**config.mk**
```make
export PLATFORM = sky130hd
export DESIGN_NAME = muldiv_unit
export DESIGN_NICKNAME = d
export VERILOG_FILES = /design/src/rtl/muldiv_unit_pkg.sv /design/src/rtl/muldiv_unit_div_core.sv /design/src/rtl/muldiv_unit.sv
export SDC_FILE = /design/constraint.sdc
export NUM_CORES = 2
export LEC_CHECK = 0
export CORE_AREA = 2 2 371 373
export CTS_CLUSTER_DIAMETER = 30
export DETAILED_ROUTE_END_ITERATION = 7
export DIE_AREA = 0 0 373 375
export SLEW_MARGIN = 20
export SYNTH_ARGS = -nofsm -noshare
export SYNTH_HDL_FRONTEND = slang
export SYNTH_HIERARCHICAL = 1
export SYNTH_SLANG_ARGS = --single-unit
```
**constraint.sdc**
```tcl
create_clock -name clk -period 11.5 [get_ports clk]
set_input_delay 2.3 -clock clk [delete_from_list [all_inputs] [get_ports clk]]
set_output_delay 2.3 -clock clk [all_outputs]
set_load 0.05 [all_outputs]
```
**src/rtl/muldiv_unit_pkg.sv**
```systemverilog
// Shared opcode and state encodings for the HI/LO multiply/divide responder.
package muldiv_unit_pkg;

    typedef enum logic [3:0] {
        NOP   = 4'd0,
        MULT  = 4'd1,
        MULTU = 4'd2,
        DIV   = 4'd3,
        DIVU  = 4'd4,
        MTHI  = 4'd5,
        MTLO  = 4'd6,
        MADD  = 4'd7,
        MADDU = 4'd8,
        MSUB  = 4'd9,
        MSUBU = 4'd10
    } md_op_t;

    typedef enum logic [2:0] {
        ST_IDLE = 3'd0,
        ST_MUL  = 3'd1,
        ST_DIV  = 3'd2,
        ST_FIX  = 3'd3,
        ST_DONE = 3'd4
    } md_state_t;

    localparam int DIV_ITERS = 32;

    function automatic logic is_signed_op(input md_op_t op);
        case (op)
            MULT, DIV, MADD, MSUB: return 1'b1;
            default:               return 1'b0;
        endcase
    endfunction

endpackage

```
**src/rtl/muldiv_unit_div_core.sv**
```systemverilog
// Iterative radix-2 restoring divider on unsigned magnitudes, one quotient bit per cycle.
module div_core
    import muldiv_unit_pkg::*;
#(
    parameter int W     = 32,
    parameter int ITERS = DIV_ITERS
) (
    input  logic         clk,
    input  logic         reset,
    input  logic         start,
    input  logic         abort,
    input  logic [W-1:0] dividend,
    input  logic [W-1:0] divisor,
    output logic         done,
    output logic [W-1:0] quotient,
    output logic [W-1:0] remainder
);

    localparam int CW = $clog2(ITERS);

    logic          run_r;
    logic [CW-1:0] cnt_r;
    logic [W-1:0]  rem_r;
    logic [W-1:0]  quo_r;
    logic [W-1:0]  dvs_r;
    logic [W:0]    shifted_s;
    logic [W-1:0]  diff_s;
    logic [W-1:0]  rem_nxt_s;
    logic [W-1:0]  quo_nxt_s;
    logic          last_s;

    // One restoring step: shift in the next dividend bit and subtract when it fits
    always_comb begin
        shifted_s = {rem_r, quo_r[W-1]};
        diff_s    = shifted_s[W-1:0] - dvs_r;
        if (shifted_s >= {1'b0, dvs_r}) begin
            rem_nxt_s = diff_s;
            quo_nxt_s = {quo_r[W-2:0], 1'b1};
        end else begin
            rem_nxt_s = shifted_s[W-1:0];
            quo_nxt_s = {quo_r[W-2:0], 1'b0};
        end
        last_s = (cnt_r == CW'(ITERS - 1));
    end

    assign done      = run_r && last_s;
    assign quotient  = quo_r;
    assign remainder = rem_r;

    // Iteration state; the final step lands in the same edge that reports done
    always_ff @(posedge clk or posedge reset) begin
        if (reset) begin
            run_r <= 1'b0;
            cnt_r <= {CW{1'b0}};
            rem_r <= {W{1'b0}};
            quo_r <= {W{1'b0}};
            dvs_r <= {W{1'b0}};
        end else if (abort) begin
            run_r <= 1'b0;
            cnt_r <= {CW{1'b0}};
        end else if (start) begin
            run_r <= 1'b1;
            cnt_r <= {CW{1'b0}};
            rem_r <= {W{1'b0}};
            quo_r <= dividend;
            dvs_r <= divisor;
        end else if (run_r) begin
            rem_r <= rem_nxt_s;
            quo_r <= quo_nxt_s;
            if (last_s) begin
                run_r <= 1'b0;
                cnt_r <= {CW{1'b0}};
            end else begin
                cnt_r <= cnt_r + CW'(1);
            end
        end
    end

endmodule

```
**src/rtl/muldiv_unit.sv**
```systemverilog
// Multi-cycle HI/LO multiply/divide responder owning the architectural HI/LO registers.
// Define MULDIV_MADD_EN to add MADD/MADDU/MSUB/MSUBU accumulation into {HI,LO}.
module muldiv_unit
    import muldiv_unit_pkg::*;
#(
    parameter int MUL_LAT = 2,
    parameter int DATA_W  = 32
) (
    input  logic              clk,
    input  logic              reset,
    input  logic              valid_i,
    input  logic [3:0]        op_i,
    input  logic [DATA_W-1:0] a_i,
    input  logic [DATA_W-1:0] b_i,
    input  logic              flush_i,
    output logic              busy_o,
    output logic              done_o,
    output logic [DATA_W-1:0] hi_o,
    output logic [DATA_W-1:0] lo_o
);

    localparam int PW = 2 * DATA_W;

    md_state_t         state_r;
    md_state_t         next_state_s;
    md_op_t            op_s;
    md_op_t            op_r;
    logic [DATA_W-1:0] a_r;
    logic [DATA_W-1:0] b_r;
    logic [DATA_W-1:0] hi_r;
    logic [DATA_W-1:0] lo_r;
    logic [DATA_W-1:0] hi_nxt_s;
    logic [DATA_W-1:0] lo_nxt_s;
    logic              hi_we_s;
    logic              lo_we_s;
    logic              latch_s;
    logic              busy_s;
    logic              done_r;
    logic [2:0]        mul_cnt_r;
    logic              div_start_s;
    logic              div_abort_s;
    logic              div_done_s;
    logic [DATA_W-1:0] div_q_s;
    logic [DATA_W-1:0] div_r_s;
    logic [DATA_W-1:0] mag_a_s;
    logic [DATA_W-1:0] mag_b_s;
    logic              sgn_a_s;
    logic              sgn_b_s;
    logic [DATA_W-1:0] q_fix_s;
    logic [DATA_W-1:0] r_fix_s;
    logic [PW-1:0]     ext_a_s;
    logic [PW-1:0]     ext_b_s;
    logic [PW-1:0]     prod_s;
    logic [PW-1:0]     mul_res_s;

    assign op_s = md_op_t'(op_i);

    // Divider loads magnitudes straight from the inputs so DIV starts on the accept edge
    always_comb begin
        if (is_signed_op(op_s) && a_i[DATA_W-1]) begin
            mag_a_s = -a_i;
        end else begin
            mag_a_s = a_i;
        end
        if (is_signed_op(op_s) && b_i[DATA_W-1]) begin
            mag_b_s = -b_i;
        end else begin
            mag_b_s = b_i;
        end
    end

    div_core #(
        .W     (DATA_W),
        .ITERS (DIV_ITERS)
    ) u_div (
        .clk       (clk),
        .reset     (reset),
        .start     (div_start_s),
        .abort     (div_abort_s),
        .dividend  (mag_a_s),
        .divisor   (mag_b_s),
        .done      (div_done_s),
        .quotient  (div_q_s),
        .remainder (div_r_s)
    );

    // Result datapath from latched operands: product, optional accumulate, divide sign fix
    always_comb begin
        sgn_a_s = is_signed_op(op_r) && a_r[DATA_W-1];
        sgn_b_s = is_signed_op(op_r) && b_r[DATA_W-1];
        ext_a_s = {{DATA_W{sgn_a_s}}, a_r};
        ext_b_s = {{DATA_W{sgn_b_s}}, b_r};
        prod_s  = ext_a_s * ext_b_s;
`ifdef MULDIV_MADD_EN
        case (op_r)
            MADD, MADDU: mul_res_s = {hi_r, lo_r} + prod_s;
            MSUB, MSUBU: mul_res_s = {hi_r, lo_r} - prod_s;
            default:     mul_res_s = prod_s;
        endcase
`else
        mul_res_s = prod_s;
`endif
        q_fix_s = (sgn_a_s ^ sgn_b_s) ? -div_q_s : div_q_s;
        r_fix_s = sgn_a_s ? -div_r_s : div_r_s;
    end

    // FSM next state, stall request and HI/LO write controls
    always_comb begin
        next_state_s = state_r;
        latch_s      = 1'b0;
        busy_s       = 1'b0;
        div_start_s  = 1'b0;
        div_abort_s  = 1'b0;
        hi_we_s      = 1'b0;
        lo_we_s      = 1'b0;
        hi_nxt_s     = hi_r;
        lo_nxt_s     = lo_r;
        case (state_r)
            ST_IDLE: begin
                if (valid_i && !flush_i) begin
                    case (op_s)
                        MULT, MULTU: begin
                            latch_s      = 1'b1;
                            busy_s       = 1'b1;
                            next_state_s = ST_MUL;
                        end
`ifdef MULDIV_MADD_EN
                        MADD, MADDU, MSUB, MSUBU: begin
                            latch_s      = 1'b1;
                            busy_s       = 1'b1;
                            next_state_s = ST_MUL;
                        end
`endif
                        DIV, DIVU: begin
                            latch_s      = 1'b1;
                            busy_s       = 1'b1;
                            div_start_s  = 1'b1;
                            next_state_s = ST_DIV;
                        end
                        MTHI: begin
                            hi_we_s  = 1'b1;
                            hi_nxt_s = a_i;
                        end
                        MTLO: begin
                            lo_we_s  = 1'b1;
                            lo_nxt_s = a_i;
                        end
                        default: begin
                            next_state_s = ST_IDLE;
                        end
                    endcase
                end else begin
                    next_state_s = ST_IDLE;
                end
            end
            ST_MUL: begin
                busy_s = 1'b1;
                if (flush_i) begin
                    next_state_s = ST_IDLE;
                end else if (mul_cnt_r == 3'(MUL_LAT - 1)) begin
                    next_state_s = ST_DONE;
                    hi_we_s      = 1'b1;
                    lo_we_s      = 1'b1;
                    hi_nxt_s     = mul_res_s[PW-1:DATA_W];
                    lo_nxt_s     = mul_res_s[DATA_W-1:0];
                end else begin
                    next_state_s = ST_MUL;
                end
            end
            ST_DIV: begin
                busy_s = 1'b1;
                if (flush_i) begin
                    next_state_s = ST_IDLE;
                    div_abort_s  = 1'b1;
                end else if (div_done_s) begin
                    next_state_s = ST_FIX;
                end else begin
                    next_state_s = ST_DIV;
                end
            end
            ST_FIX: begin
                busy_s = 1'b1;
                if (flush_i) begin
                    next_state_s = ST_IDLE;
                end else begin
                    next_state_s = ST_DONE;
                    hi_we_s      = 1'b1;
                    lo_we_s      = 1'b1;
                    // Zero divisor: no trap, quotient saturates and HI returns the raw dividend
                    if (b_r == {DATA_W{1'b0}}) begin
                        hi_nxt_s = a_r;
                        lo_nxt_s = {DATA_W{1'b1}};
                    end else begin
                        hi_nxt_s = r_fix_s;
                        lo_nxt_s = q_fix_s;
                    end
                end
            end
            ST_DONE: begin
                next_state_s = ST_IDLE;
            end
            default: begin
                next_state_s = ST_IDLE;
            end
        endcase
    end

    assign busy_o = busy_s && !reset;
    assign done_o = done_r;
    assign hi_o   = hi_r;
    assign lo_o   = lo_r;

    // State register
    always_ff @(posedge clk or posedge reset) begin
        if (reset) begin
            state_r <= ST_IDLE;
        end else begin
            state_r <= next_state_s;
        end
    end

    // Operand latches, HI/LO, done pulse and multiply cycle counter
    always_ff @(posedge clk or posedge reset) begin
        if (reset) begin
            op_r      <= NOP;
            a_r       <= {DATA_W{1'b0}};
            b_r       <= {DATA_W{1'b0}};
            hi_r      <= {DATA_W{1'b0}};
            lo_r      <= {DATA_W{1'b0}};
            done_r    <= 1'b0;
            mul_cnt_r <= 3'd0;
        end else begin
            if (latch_s) begin
                op_r <= op_s;
                a_r  <= a_i;
                b_r  <= b_i;
            end
            if (hi_we_s) begin
                hi_r <= hi_nxt_s;
            end
            if (lo_we_s) begin
                lo_r <= lo_nxt_s;
            end
            done_r <= (next_state_s == ST_DONE);
            if (state_r == ST_MUL && next_state_s == ST_MUL) begin
                mul_cnt_r <= mul_cnt_r + 3'd1;
            end else begin
                mul_cnt_r <= 3'd0;
            end
        end
    end

endmodule

```
---- After elaboration in Yosys (flattened, before gate mapping) ----
Cells that the tools add are included.
cells by class
  magnitude comparators ................... 1
  reductions and logical operators ........ 26
  add/subtract/negate cells ............... 7
  multiply operators ...................... 1
  mux-type cells .......................... 61
  bitwise gates (word level) .............. 2
  equal/unequal tests ..................... 25
operators with widths
  cell                                            count
  2-to-1 mux 32 bit                               21
  case mux 32 bit (3 select lines)                2
  negation 32 bit                                 4
  multiplier 33 x 33 -> 64 bit                    1
  greater-or-equal comparator 33 x 32 -> 1 bit    1
  logical NOT 32 bit                              1
  subtractor 32 bit                               1
  2-to-1 mux 1 bit                                23
  == test 4 x 3 -> 1 bit (second input constant)  5
  2-to-1 mux 5 bit                                4
  2-to-1 mux 3 bit                                5
  AND reduction 7 bit                             2
  == test 4 x 2 -> 1 bit (second input constant)  3
  case mux 3 bit (4 select lines)                 1
  OR reduction 4 bit                              3
  == test 3 x 1 -> 1 bit (second input constant)  3
  case mux 3 bit (3 select lines)                 1
  == test 4 x 1 -> 1 bit (second input constant)  2
  == test 4 bit (second input constant)           2
  logical AND 1 bit                               8
  != test 2 bit (second input constant)           4
  == test 3 x 2 -> 1 bit (second input constant)  2
  case mux 1 bit (3 select lines)                 2
  nonzero test 3 bit                              2
  15 further kinds                                20
word-level totals
  word-level logic and storage cells ...... 136
  register bits after elaboration ......... 241
  bits of input ports ..................... 72

---- Depth between registers and ports, before layout ----
  depth in word-level cells ............... 9
  depth in mapped cells ................... 32
  depth with buffers taken out ............ 28

---- Cells and area by module ----
Netlist, hierarchy kept.
modules (own cells, without submodules)
  module       seq. area each (um2)  area each (um2)  cells an instance  times used
  muldiv_unit  3478.3                47589.4          5322               1
  div_core     2552.4                6513.7           757                1

---- Least setup slack after synthesis ----
OpenSTA, ideal clock, no wires.
  path kind ............................... register -> register
  start point ............................. reg op_r[1]
  end point ............................... reg hi_r[31], in the netlist hi_o[31]
  required time ........................... 11379 ps
  library setup time ...................... 121 ps
  slack ................................... 3034 ps
  arrival ................................. 8344 ps
  stages on the path, launching flop included .. 33
  cells stage by stage .................... dfrtp_1 -> mux2i_1 -> and3_1 -> clkbuf_1 -> clkbuf_1 -> clkbuf_1 -> nand2_1 -> inv_1 -> fa_1 -> inv_1 -> fa_1 -> inv_1 -> fa_1 -> fa_1 -> inv_1 -> fa_1 -> inv_1 -> fa_1 -> inv_1 -> fa_1 -> fa_1 -> inv_1 -> ha_1 -> and2_0 -> buf_2 -> nand3_1 -> nand3b_1 -> nor2_1 -> nand4_2 -> a2111oi_2 -> o31a_1 -> nor3_1 -> o22a_1
on the way
  word-level cells in the longest chain between the ends .. 8
RTL lines
  what                                                               line                                    source
  start: declaration                                                 muldiv_unit.sv:27                       md_op_t op_r;
  start signal: assignment                                           muldiv_unit.sv:234                      op_r <= op_s;
  == test 4 x 1 -> 1 bit (tied with other cells)                     muldiv_unit_pkg.sv:29                   case (op)
  OR reduction 4 bit (*)                                             muldiv_unit_pkg.sv:29
  2-to-1 mux 1 bit (*)                                               muldiv_unit_pkg.sv:29
  logical AND 1 bit, on equally long branches                        muldiv_unit.sv:89, muldiv_unit.sv:90
  multiplier 33 x 33 -> 64 bit or 2-to-1 mux 32 bit (tied branches)  muldiv_unit.sv:93, muldiv_unit.sv:104
  2-to-1 mux 32 bit, on equally long branches                        muldiv_unit.sv:160, muldiv_unit.sv:190
  2-to-1 mux 32 bit, on equally long branches                        muldiv_unit.sv:158, muldiv_unit.sv:183
  case mux 32 bit (3 select lines) (*)                               muldiv_unit.sv:118                      case (state_r)
  end signal: assignment                                             muldiv_unit.sv:228                      hi_r <= {DATA_W{1'b0}};
  end signal: assignment                                             muldiv_unit.sv:239                      hi_r <= hi_nxt_s;
  end: declaration                                                   muldiv_unit.sv:30                       logic [DATA_W-1:0] hi_r;
Mark *: on every way between the ends. The rest lies on a longest branch, timed or not. The select of a mux whose other input is x is not followed.
A chain may end at the register's enable or synchronous reset.

---- Worst setup path in the final report ----
  start point ............................. reg a_r[31]
  end point ............................... reg hi_r[31], in the netlist hi_o[31]
on the way
  word-level cells in the longest chain between the ends .. 5
RTL lines
  what                                                               line                                    source
  start: declaration                                                 muldiv_unit.sv:28                       logic [DATA_W-1:0] a_r;
  start signal: assignment                                           muldiv_unit.sv:226                      a_r <= {DATA_W{1'b0}};
  start signal: assignment                                           muldiv_unit.sv:235                      a_r <= a_i;
  logical AND 1 bit                                                  muldiv_unit.sv:89                       sgn_a_s = is_signed_op(op_r) && a_r[DATA_W-1];
  multiplier 33 x 33 -> 64 bit or 2-to-1 mux 32 bit (tied branches)  muldiv_unit.sv:93, muldiv_unit.sv:104
  2-to-1 mux 32 bit, on equally long branches                        muldiv_unit.sv:160, muldiv_unit.sv:190
  2-to-1 mux 32 bit, on equally long branches                        muldiv_unit.sv:158, muldiv_unit.sv:183
  case mux 32 bit (3 select lines) (*)                               muldiv_unit.sv:118
Marks and branches as above.

==> results.sh <==
export IMPL_firstDrtPassIters=6
export IMPL_ys_types=106
export IMPL_ys_flop_type="dfrtp_1"
export IMPL_grt_pass1_wl_um=260000
export IMPL_die_h_um=375
export IMPL_clock_path_buffers=3
export IMPL_clk_pin_slew_ps=50
export IMPL_die_w_um=373
export IMPL_fin_tns_setup_ps=0
export IMPL_cts_tree="yes"
export IMPL_synthesis_area_um2=54100
export IMPL_dp_hpwl_um=131000
export IMPL_overflow=0
export IMPL_critPathMaxFanout=50
export IMPL_antenna_cells=0
export IMPL_ctsResizeCount=0
export IMPL_place_congestion=0.939
export IMPL_first_global_vias=43682
export IMPL_drc=0
export IMPL_status="completed"
export IMPL_syn_to_final_growth_pct=8.68
export IMPL_fmax_ghz=0.102
export IMPL_reg2regPathDepth=28
export IMPL_cts_sinks=241
export IMPL_finalWirelength_um=164000
export IMPL_dr_total_vias=41799
export IMPL_syn_nets=7529
export IMPL_synth_async_reset_ratio=1.00
export IMPL_crit_path_start="a_r[31]"
export IMPL_whs_ps=486
export IMPL_core_um2=136000
export IMPL_fin_nets=7427
export IMPL_slew_headroom=0.233
export IMPL_startpoint_type="flip-flop"
export IMPL_yosys_warnings=6
export IMPL_r2r_end="hi_o[31]"
export IMPL_synth_edf_count=0
export IMPL_rows=136
export IMPL_place_port_buffers=137
export IMPL_max_cap_violations=0
export IMPL_instances_no_fill=7821
export IMPL_syn_inst=6079
export IMPL_ios=138
export IMPL_path_common_cell="fa_1"
export IMPL_crit_path_end="hi_o[31]"
export IMPL_place_inst=7710
export IMPL_worstHoldStart="mul_cnt_r[0]"
export IMPL_slowest_stage="and3_2"
export IMPL_critPathKind="reg -> reg"
export IMPL_r2r_start="a_r[31]"
export IMPL_setup_viol_count_final=0
export IMPL_drv_slew=0
export IMPL_worstPathRequired_ps=11970
export IMPL_timing_worst_slew_pin_value_ps=1150
export IMPL_cts_setup_buffers=0
export IMPL_cts_hold_buf=0
export IMPL_root_buffer="clkbuf_16"
export IMPL_insertion_delay_ps=610
export IMPL_rsz0062_at_grt="no"
export IMPL_grt_max_degree=96
export IMPL_initialDrtViolationCount=3005
export IMPL_yosys_register_bits=241
export IMPL_critPathCaptureType="flip-flop"
export IMPL_rrSetupSlack_ps=1660
export IMPL_drive_above_1_share=0.0567
export IMPL_slowest_delay_ps=980
export IMPL_wl_per_cell_um=21.0
export IMPL_ant_nets=0
export IMPL_fin_crit_sh=0.856
export IMPL_cts_htree_levels=2
export IMPL_grt_use_total=0.239
export IMPL_dieArea_um2=140000
export IMPL_fin_worst_skew_ps=36.2
export IMPL_hold_class="reg -> reg"
export IMPL_hold_violations=0
export IMPL_min_period_ps=9840
export IMPL_viasPerCell=5.34
export IMPL_cp_data_arrival_time_ps=10310
export IMPL_antenna_found_initial=11
export IMPL_syn_avg_cell_area_um2=8.90
export IMPL_cts_buffers=59
export IMPL_start_util=0.397
export IMPL_seq_area_frac_synth=0.111
state kept, by name (all words and copies together) (netlist names):
register         cells
state_r              3
mul_cnt_r            3
u_div/dvs_r         32
b_r                 32
done_o               1
u_div/quotient      32
u_div/run_r          1
u_div/remainder     32
hi_o                32
op_r                 4
u_div/cnt_r          5
lo_o                32
a_r                 32
critical path: cells and delay by family (launching register included):
kind                       cells  cell delay, ps
AOI/OAI and AO/OA              3             820
adders and majority gates      9            4650
buffers and inverters          8            1480
DFF                            1             320
and+or+nand+nor                8            2420
synth_stat cells, types with 39 or more instances:
library cell	count	area [um^2]
and2_1	319	2000
inv_1	1213	4550
o21ai_0	193	966
nor3_1	48	240
xnor2_1	107	937
nor2_1	234	878
clkbuf_1	323	1210
mux2i_1	62	621
mux2_2	71	800
a31oi_1	39	244
ha_1	252	3150
a21oi_1	197	986
nand2_1	990	3720
xor2_1	103	902
dfrtp_1	241	6030
nand3_1	41	205
fa_1	1126	22500
cells in the final DEF, fill, tap and decap left out, drive strengths merged, types with 62 or more instances in the layout:
| cell | instances |
|---|---|
| ha | 252 |
| mux2i | 62 |
| nand2 | 991 |
| mux2 | 71 |
| clkbuf | 81 |
| xor2 | 103 |
| inv | 1215 |
| xnor2 | 107 |
| o21ai | 216 |
| nor2 | 238 |
| clkdlybuf4s50 | 137 |
| dfrtp | 241 |
| buf | 88 |
| and2 | 322 |
| fa | 1126 |
| a21oi | 202 |
worst min path at each step:
stage / end / slack, ps / depth (start not counted)
2_1_floorplan: mul_cnt_r[0] / 440 / 1
3_3_place_gp: hi_o[5] / 470 / 2
3_5_place_dp: lo_o[26] / 480 / 2
4_1_cts: mul_cnt_r[0] / 490 / 1
5_1_grt: mul_cnt_r[0] / 500 / 1
6_report: mul_cnt_r[0] / 490 / 1
cell type report:
cell class,count,area [um^2]
Timing Repair Buffer,225,2030
Sequential cell,241,6030
Inverter,1215,4570
Clock buffer,81,1630
Tap cell,1794,2240
Multi-Input combinational cell,4235,41900
Clock inverter,30,378
Fill cell,13394,77500
through the flow:
| stage | instance area, um^2 | setup slack [ps] | util |
|---|---|---|---|
| 2_1_floorplan | 54100 | 3030 | - |
| 3_3_place_gp | 56800 | 1830 | 0.417 |
| 3_5_place_dp | 56800 | 1740 | 0.417 |
| 4_1_cts | 58800 | 1680 | 0.431 |
| 5_1_grt | 58800 | 1090 | 0.431 |
| 6_report | 58800 | 1660 | 0.431 |
cells by family after synthesis:
logic type / after synthesis / share of synthesized area
mux: 133 / 0.0262
simple gates: 1808 / 0.154
xor+xnor: 210 / 0.0340
buf+inv: 1603 / 0.115
fa+ha+maj: 1378 / 0.475
flops: 241 / 0.111
compound gates: 706 / 0.0848
per-layer routing:
layer	track usage	share of wire	up-vias
li1	-	-	18305
met3	0.0323	0.067	259
met5	0	0.00027	-
met1	0.321	0.41	21858
met4	0.0700	0.035	8
met2	0.405	0.49	1369
Power is left out: the tool's default activity adds up to more than one toggle a clock period on the data nets, which glitch-free logic cannot reach.
